## src/rtl/sram_obi_adapter_pkg.sv

```systemverilog
// sram_obi_adapter_pkg: shared types and helpers for the OBI-to-SRAM bank adapter.
// Holds the retention FSM state encoding and width helpers used for the
// adapter's address and counter sizing.

package sram_obi_adapter_pkg;

  // Retention FSM states. The bank is only accessible in ACTIVE.
  typedef enum logic [1:0] {
    ACTIVE = 2'd0,
    RET    = 2'd1,
    WAKE   = 2'd2
  } ret_state_e;

  localparam int unsigned DataWidth = 32;
  localparam int unsigned BeWidth   = DataWidth / 8;

  // ceil(log2(n)) but never below 1, so that a single-entry range still
  // gets a one-bit signal instead of a zero-width one.
  function automatic int unsigned clog2_min1(input int unsigned n);
    return (n <= 1) ? 1 : $clog2(n);
  endfunction

  // Width needed to hold every value from 0 up to and including max_val.
  function automatic int unsigned cnt_width(input int unsigned max_val);
    return (max_val < 1) ? 1 : $clog2(max_val + 1);
  endfunction

endpackage

```

## src/rtl/sram_obi_adapter.sv

```systemverilog
// sram_obi_adapter: single-bank OBI slave front-end for sram_wrapper.
//
// Passes OBI requests straight through to the SRAM macro port (zero-cycle
// grant, word-aligned address, one-cycle rvalid) and runs an idle-driven
// retention FSM. After IdleCycles consecutive idle cycles with retention
// enabled, the bank is put into retention; a new request (or software
// disabling retention) releases it, and grants are held off for WakeCycles
// cycles while the bank wakes up.
//
// Build option: define SRAM_OBI_ADAPTER_RET_CNT_EN to build a saturating
// 32-bit counter of cycles spent in retention on ret_cycles_o. Without it
// the port is tied to zero and no counter flops exist.

module sram_obi_adapter
  import sram_obi_adapter_pkg::*;
#(
  parameter int unsigned NumWords   = 1024,
  parameter int unsigned IdleCycles = 64,
  parameter int unsigned WakeCycles = 2,
  localparam int unsigned AddrWidth = clog2_min1(NumWords)
) (
  input  logic                 clk_i,
  input  logic                 rst_ni,
  input  logic                 retention_en_i,
  // OBI slave port
  input  logic                 req_i,
  output logic                 gnt_o,
  input  logic                 we_i,
  input  logic [3:0]           be_i,
  input  logic [31:0]          addr_i,
  input  logic [31:0]          wdata_i,
  output logic                 rvalid_o,
  output logic [31:0]          rdata_o,
  // SRAM macro port (towards sram_wrapper)
  output logic                 sram_req_o,
  output logic                 sram_we_o,
  output logic [AddrWidth-1:0] sram_addr_o,
  output logic [31:0]          sram_wdata_o,
  output logic [3:0]           sram_be_o,
  output logic                 sram_set_retentive_o,
  input  logic [31:0]          sram_rdata_i,
  // Retention statistics
  output logic [31:0]          ret_cycles_o
);

  localparam int unsigned IdleW = cnt_width(IdleCycles);
  localparam int unsigned WakeW = clog2_min1(WakeCycles);

  localparam logic [IdleW-1:0] IdleLast = IdleW'(IdleCycles - 1);
  localparam logic [IdleW-1:0] IdleMax  = IdleW'(IdleCycles);
  localparam logic [WakeW-1:0] WakeLast = WakeW'(WakeCycles - 1);

  ret_state_e       state_q;
  logic [IdleW-1:0] idle_cnt_q;
  logic [WakeW-1:0] wake_cnt_q;
  logic             set_ret_q;
  logic             rvalid_q;

  logic active;
  logic wake_up;
  logic idle_hit;

  assign active  = (state_q == ACTIVE);
  // A pending request or software withdrawing the enable both end retention.
  assign wake_up = req_i | ~retention_en_i;
  // Last idle cycle before retention; a request arriving in this very cycle
  // wins and keeps the bank awake.
  assign idle_hit = retention_en_i & ~req_i & (idle_cnt_q == IdleLast);

  // ---------------------------------------------------------------------------
  // Request path: the bank is only visible to the bus while ACTIVE.
  // ---------------------------------------------------------------------------
  assign gnt_o        = active & req_i;
  assign sram_req_o   = active & req_i;
  assign sram_we_o    = we_i;
  assign sram_be_o    = be_i;
  assign sram_wdata_o = wdata_i;
  // Byte address to word address; bits above the bank size are ignored.
  assign sram_addr_o  = addr_i[AddrWidth+1:2];

  assign sram_set_retentive_o = set_ret_q;

  // Byte-offset and out-of-bank address bits are intentionally dropped.
  logic unused_addr;
  assign unused_addr = ^{addr_i[31:AddrWidth+2], addr_i[1:0]};

  // Retention FSM with its idle/wake counters and registered retention output.
  always_ff @(posedge clk_i or negedge rst_ni) begin
    if (!rst_ni) begin
      state_q    <= ACTIVE;
      idle_cnt_q <= '0;
      wake_cnt_q <= '0;
      set_ret_q  <= 1'b0;
    end else begin
      // NOTE: non-blocking assignments so every branch sees the pre-edge
      // values of state_q and the counters, regardless of statement order.
      case (state_q)
        ACTIVE: begin
          if (wake_up) begin
            idle_cnt_q <= '0;
          end else if (idle_hit) begin
            state_q    <= RET;
            set_ret_q  <= 1'b1;
            idle_cnt_q <= '0;
          end else if (idle_cnt_q != IdleMax) begin
            idle_cnt_q <= idle_cnt_q + 1'b1;
          end
        end
        RET: begin
          if (wake_up) begin
            state_q    <= WAKE;
            set_ret_q  <= 1'b0;
            wake_cnt_q <= '0;
          end
        end
        WAKE: begin
          // Wake always runs to completion, even if the enable drops.
          if (wake_cnt_q == WakeLast) begin
            state_q    <= ACTIVE;
            wake_cnt_q <= '0;
          end else begin
            wake_cnt_q <= wake_cnt_q + 1'b1;
          end
        end
        default: begin
          state_q    <= ACTIVE;
          set_ret_q  <= 1'b0;
          idle_cnt_q <= '0;
          wake_cnt_q <= '0;
        end
      endcase
    end
  end

  // Response valid: one cycle after every grant, reads and writes alike.
  always_ff @(posedge clk_i or negedge rst_ni) begin
    if (!rst_ni) begin
      rvalid_q <= 1'b0;
    end else begin
      rvalid_q <= gnt_o;
    end
  end

  assign rvalid_o = rvalid_q;
  // NOTE: a continuous assign with an explicit else value cannot infer a
  // latch; the zero keeps stale macro data off the bus between responses.
  assign rdata_o  = rvalid_q ? sram_rdata_i : 32'h0;

  // ---------------------------------------------------------------------------
  // Optional retention-cycle statistics.
  // ---------------------------------------------------------------------------
`ifdef SRAM_OBI_ADAPTER_RET_CNT_EN
  logic [31:0] ret_cnt_q;

  // Count cycles spent in RET, saturating at all-ones; cleared only by reset.
  always_ff @(posedge clk_i or negedge rst_ni) begin
    if (!rst_ni) begin
      ret_cnt_q <= '0;
    end else if ((state_q == RET) && (ret_cnt_q != 32'hFFFF_FFFF)) begin
      ret_cnt_q <= ret_cnt_q + 32'd1;
    end
  end

  assign ret_cycles_o = ret_cnt_q;
`else
  assign ret_cycles_o = 32'h0;
`endif

endmodule

```

## config.mk

```make
export PLATFORM = sky130hd
export DESIGN_NAME = sram_obi_adapter
export DESIGN_NICKNAME = d
export VERILOG_FILES = /design/src/rtl/sram_obi_adapter_pkg.sv /design/src/rtl/sram_obi_adapter.sv
export SDC_FILE = /design/constraint.sdc
export NUM_CORES = 1
export LEC_CHECK = 0
export BUFFER_PORTS_ARGS = -buffer_cell sky130_fd_sc_hd__buf_2
export CORE_AREA = 3 3 84 86
export DETAILED_ROUTE_END_ITERATION = 12
export DIE_AREA = 0 0 87 89
export PLACE_DENSITY_LB_ADDON = 0.05
export SLEW_MARGIN = 30
export SYNTH_ARGS = -nofsm -noshare
export SYNTH_HDL_FRONTEND = slang
export SYNTH_SLANG_ARGS = --single-unit
export TNS_END_PERCENT = 50
```

## constraint.sdc

```tcl
create_clock -name clk_i -period 2.7 [get_ports clk_i]
set_input_delay 0.135 -clock clk_i [delete_from_list [all_inputs] [get_ports clk_i]]
set_output_delay 0.135 -clock clk_i [all_outputs]
set_load 0.01 [all_outputs]
```

## Word level (Yosys, flattened, before mapping)

Index checks and enable logic that the tools add are counted.

- Bits in registers: 12
- Output and inout port bits: 115

- Muxes and demuxes: 16
- Equality and inequality tests: 9
- Reduce and logical (&&, ||, !) cells: 6
- Bitwise logic cells: 9
- $add $sub $neg: 2

Operators by type and width:

| cell | count |
|---|---|
| 32-bit two-way mux | 1 |
| 7-bit two-way mux | 3 |
| 7-bit one-hot mux with 2 select lines | 1 |
| 2-bit two-way mux | 4 |
| 4-bit AND reduction | 2 |
| 7-bit by 1-bit adder with 7-bit output (second input constant) | 1 |
| 7-bit by 6-bit == test with 1-bit output (second input constant) | 1 |
| 7-bit != test (second input constant) | 1 |
| 2-bit != test (second input constant) | 3 |
| 1-bit one-hot mux with 3 select lines | 2 |
| 2-bit one-hot mux with 3 select lines | 1 |
| 1-bit NOT | 5 |
| 1-bit two-way mux | 4 |
| 4-bit by 1-bit != test with 1-bit output (second input constant) | 1 |
| 2-bit AND reduction | 2 |
| 1-bit AND | 3 |
| 2-bit by 1-bit == test with 1-bit output (second input constant) | 1 |
| 2-bit == test (second input constant) | 1 |
| 2-bit logical NOT | 1 |
| 2-bit by 1-bit != test with 1-bit output (second input constant) | 1 |
| 2-bit OR reduction | 1 |
| 1-bit adder (second input constant) | 1 |
| 1-bit OR | 1 |

## Logic depth before layout (Yosys ltp)

- Word-level depth: 6
- Gate-level depth with buffers: 6

## Least setup slack after synthesis

No wires, ideal clock.

- Path kind: register to register
- Start point: register state_q[0]
- End point: register idle_cnt_q[5]
- Data arrival time: 1.482 ns
- Library setup time: 0.080 ns
- Setup slack: 1.137 ns
- Data required time: 2.620 ns
- Stages on the path, launching flop included: 6
- Clock period less this slack: 1.563 ns
- Path through: dfrtp_1 -> inv_1 -> ha_1 -> nand4b_1 -> or4_4 -> o211ai_2

- Cells in the longest elaborated chain, start to end: 4
- Elaborated cells on any way between the ends: 8

Ends and longest elaborated chain:

| item | line | text |
|---|---|---|
| start: declaration | sram_obi_adapter.sv:53 | `ret_state_e state_q;` |
| start signal: assignment | sram_obi_adapter.sv:90 | `state_q <= ACTIVE;` |
| start signal: assignment | sram_obi_adapter.sv:102 | `state_q <= RET;` |
| start signal: assignment | sram_obi_adapter.sv:111 | `state_q <= WAKE;` |
| 2-bit == test or 2-bit by 1-bit == test with 1-bit output (tied branches) | sram_obi_adapter.sv:97 | `case (state_q)` |
| 2-bit OR reduction (no line) | -- |  |
| 1-bit NOT (no line) | -- |  |
| 2-bit AND reduction (no line) | -- |  |
| end signal: assignment | sram_obi_adapter.sv:106 | `idle_cnt_q <= idle_cnt_q + 1'b1;` |
| end: declaration | sram_obi_adapter.sv:54 | `logic [IdleW-1:0] idle_cnt_q;` |

Parallel ways exist; a longest one is shown, timed or not.
A chain may end at the register's enable or synchronous reset.

## Worst setup path after layout

- Start point: register state_q[1]
- End point: register idle_cnt_q[5]

- Elaborated cells on any way between the ends: 8

RTL lines:

| item | line | text |
|---|---|---|
| 2-bit logical NOT (*) | -- |  |
| named net active | sram_obi_adapter.sv:59 | `logic active;` |
| 4-bit by 1-bit != test with 1-bit output (no line) | -- |  |
| 2-bit AND reduction (no line) | -- |  |

The timed path passes the listed nets; every way through them passes the cells marked *.

==> results.sh <==
export IMPL_dr_pass1_iters=4
export IMPL_drtAntennaViolNets=0
export IMPL_synth_edf_count=0
export IMPL_ys_flop_type="dfrtp_1"
export IMPL_gp_congestion=0.7528
export IMPL_clock_fmax_mhz=573.5
export IMPL_crit_type="reg -> reg"
export IMPL_status="finished clean"
export IMPL_cts_buffer_depth=2
export IMPL_drive_above_1_share=0.4000
export IMPL_dp_cells=282
export IMPL_hpwl_mm=2.879
export IMPL_clkPwrFrac=0.394
export IMPL_place_ws_ps=974.3
export IMPL_cpLargestDelayFamily="simple AND/OR/NAND/NOR gates"
export IMPL_cellPowerDensity_nw_per_um2=320.4
export IMPL_tightest_slew_ps=636.2
export IMPL_pin_count=220
export IMPL_setup_slack_ps=956.2
export IMPL_grt_max_degree=34
export IMPL_synth_area_per_cell_um2=8.486
export IMPL_diodes=0
export IMPL_cp_max_fo=8
export IMPL_path_clk_slew_ps=60
export IMPL_dr_first_iter_drc_count=36
export IMPL_ys_ff_latch=12
export IMPL_die_y_um=89
export IMPL_rsz0062_at_grt="false"
export IMPL_wirelength_mm=3.475
export IMPL_required_ps=2870
export IMPL_cts_buffers=3
export IMPL_cp_data_arrival_time_ps=1910
export IMPL_finalNetCount=322
export IMPL_p_leak_nw=0.8778
export IMPL_internal_power_uw=367.3
export IMPL_design_area_um2=1607
export IMPL_viasPerCell=4.014
export IMPL_cts_root_buf="clkbuf_8"
export IMPL_pwr_share_comb=0.240
export IMPL_clk_latency_ps=240
export IMPL_finalCriticalPeriod_ps=1744
export IMPL_synth_seq_area_share=0.1882
export IMPL_cp_cell_sequence="inv_1 > ha_1 > nand3b_4 > or4_4 > o211ai_2"
export IMPL_switching_share=0.2865
export IMPL_grt_pass1_vias=997
export IMPL_h_tree_depth=1
export IMPL_ys_async_sr_fraction=1.000
export IMPL_antenna_found_initial=0
export IMPL_synthCells=188
export IMPL_ys_types=38
export IMPL_p_sw_uw=147.5
export IMPL_pwr_share_seq=0.366
export IMPL_setup_viol=0
export IMPL_grtUsageTotal=0.07919
export IMPL_end_kind="flop"
export IMPL_wire_per_inst_um=12.11
export IMPL_ys_warn_count=0
export IMPL_hold_viol=0
export IMPL_cts_tree="built"
export IMPL_cp_num_buf_inv=1
export IMPL_fin_cells=287
export IMPL_tns_ps=0
export IMPL_initial_utilization=0.2512
export IMPL_maxCapViolCount=0
export IMPL_startpoint_type="flop"
export IMPL_grt_ovfl_total=0
export IMPL_synth_area_um2=1595
export IMPL_vdd_ir_drop_max_uv=172.7
export IMPL_clock_sinks=12
export IMPL_rows=29
export IMPL_fin_crit_sh=0.6459
export IMPL_max_slew_margin_rel=0.5759
export IMPL_hp_class="in -> reg"
export IMPL_vias=1152
export IMPL_slew_violations=0
export IMPL_dpl_instance_area_um2=1541
export IMPL_final_setup_skew_ps=2.330
export IMPL_drc_errors=0
export IMPL_fp_dieW_um=87
export IMPL_grt_pass1_wl_mm=4.830
export IMPL_slowest_stage="or4_4"
export IMPL_syn_to_final_growth_pct=0.7058
export IMPL_core_um2=6350
export IMPL_post_cts_buffers=0
export IMPL_max_stage_delay_ps=540
export IMPL_port_buffers=71
export IMPL_dieArea_um2=7743
==> power by group through the flow <==
stage               combinational, mW  clock (mW)  sequential [mW]
floorplan                       0.176           0            0.188
global placement                0.125           0            0.192
detailed placement              0.123           0            0.192
CTS                             0.125       0.209            0.189
global route                    0.137       0.221            0.190
finish                          0.124       0.203            0.188
==> area by class of cell <==
type	instances	area (um2)
fillers	703	4743
well taps	77	96.34
flip-flops and latches	12	300.3
multi-input cells	117	770.7
clock buffers	4	55.05
repair buffers	72	365.4
inverters	5	18.77
==> flip-flops by register name (all words and copies together), names as in the netlist <==
register,count
idle_cnt_q,7
state_q,2
rvalid_o,1
sram_set_retentive_o,1
wake_cnt_q,1
==> metrics by stage <==
stage	total power, mW	util	hold WS [ps]
finish	0.5148	0.2530	209.8
CTS	0.5224	0.2530	207.1
global route	0.5475	0.2530	229.2
global placement	0.3166	0.2428	45.52
floorplan	0.3638	-	-160.6
detailed placement	0.3154	0.2428	42.79
==> Yosys cell counts, types with 2 or more instances <==
| cell type | count | area (um2) |
|---|---|---|
| nor2_1 | 2 | 7.510 |
| nand2_1 | 5 | 18.77 |
| o211ai_1 | 2 | 15.01 |
| a31o_2 | 2 | 17.52 |
| clkbuf_1 | 3 | 11.26 |
| o32a_1 | 2 | 20.02 |
| buf_2 | 2 | 10.01 |
| inv_1 | 5 | 18.77 |
| nor2b_1 | 3 | 18.77 |
| a22o_1 | 4 | 35.03 |
| nor4bb_1 | 2 | 20.02 |
| a21o_1 | 2 | 15.01 |
| and2_1 | 32 | 200.2 |
| buf_4 | 80 | 600.6 |
| nand3_1 | 2 | 10.01 |
| ha_1 | 6 | 75.07 |
| o21ai_0 | 2 | 10.01 |
| dfrtp_1 | 12 | 300.3 |
==> cells in the final DEF (no fill, tap or decap), types with 2 or more instances in the layout <==
cell type and n:
buf_2 71, and2_1 32, conb_1 32, dfrtp_1 12, ha_1 6, inv_1 5, nand2_1 5, a22o_1 4
clkbuf_8 4, nor2b_1 3, nor2_1 2, nor4bb_1 2, o32a_1 2, a31o_2 2, nand3_1 2, o21ai_0 2
a21o_1 2, o211ai_1 2
==> cell families (layout without fill, tap and decap cells) <==
group	Yosys count	in the layout	synth area share
buf+inv	90	81	0.4016
simple gates	57	57	0.2463
compound gates	21	21	0.1074
flops	12	12	0.1882
fa+ha+maj	6	6	0.04706
other cells	1	32	0.002351
mux	1	1	0.007058
==> layer usage <==
layer  routed length (um)  track usage  part of all wire
met1                 1270      0.08347              0.37
met2                 1743       0.1484              0.50
met3                  412      0.02857              0.12
met4                   48      0.02125             0.014
met5                    0            0                 0
==> final timing paths <==
check	start	to	slack [ps]	cells after the start
min	req_i	rvalid_o$_DFF_PN0_	210	2
max in group asynchronous	rst_ni	idle_cnt_q[3]$_DFFE_PN0P_	2170	2
max	state_q[1]$_DFFE_PN0P_	idle_cnt_q[5]$_DFFE_PN0P_	960	5
min reg2reg	sram_set_retentive_o$_DFFE_PN0P_	sram_set_retentive_o$_DFFE_PN0P_	510	1
min in group asynchronous	rst_ni	state_q[0]$_DFFE_PN0P_	300	2
max reg2reg	state_q[1]$_DFFE_PN0P_	idle_cnt_q[5]$_DFFE_PN0P_	960	5
==> what timing repair did <==
action,4_1_cts,5_1_grt
hold buffers,1,0
gates resized for setup,0,0
endpoints found under the setup margin,0,0
endpoints found under the hold margin,12,0
No activity file was read; power rests on OpenSTA's default activity.
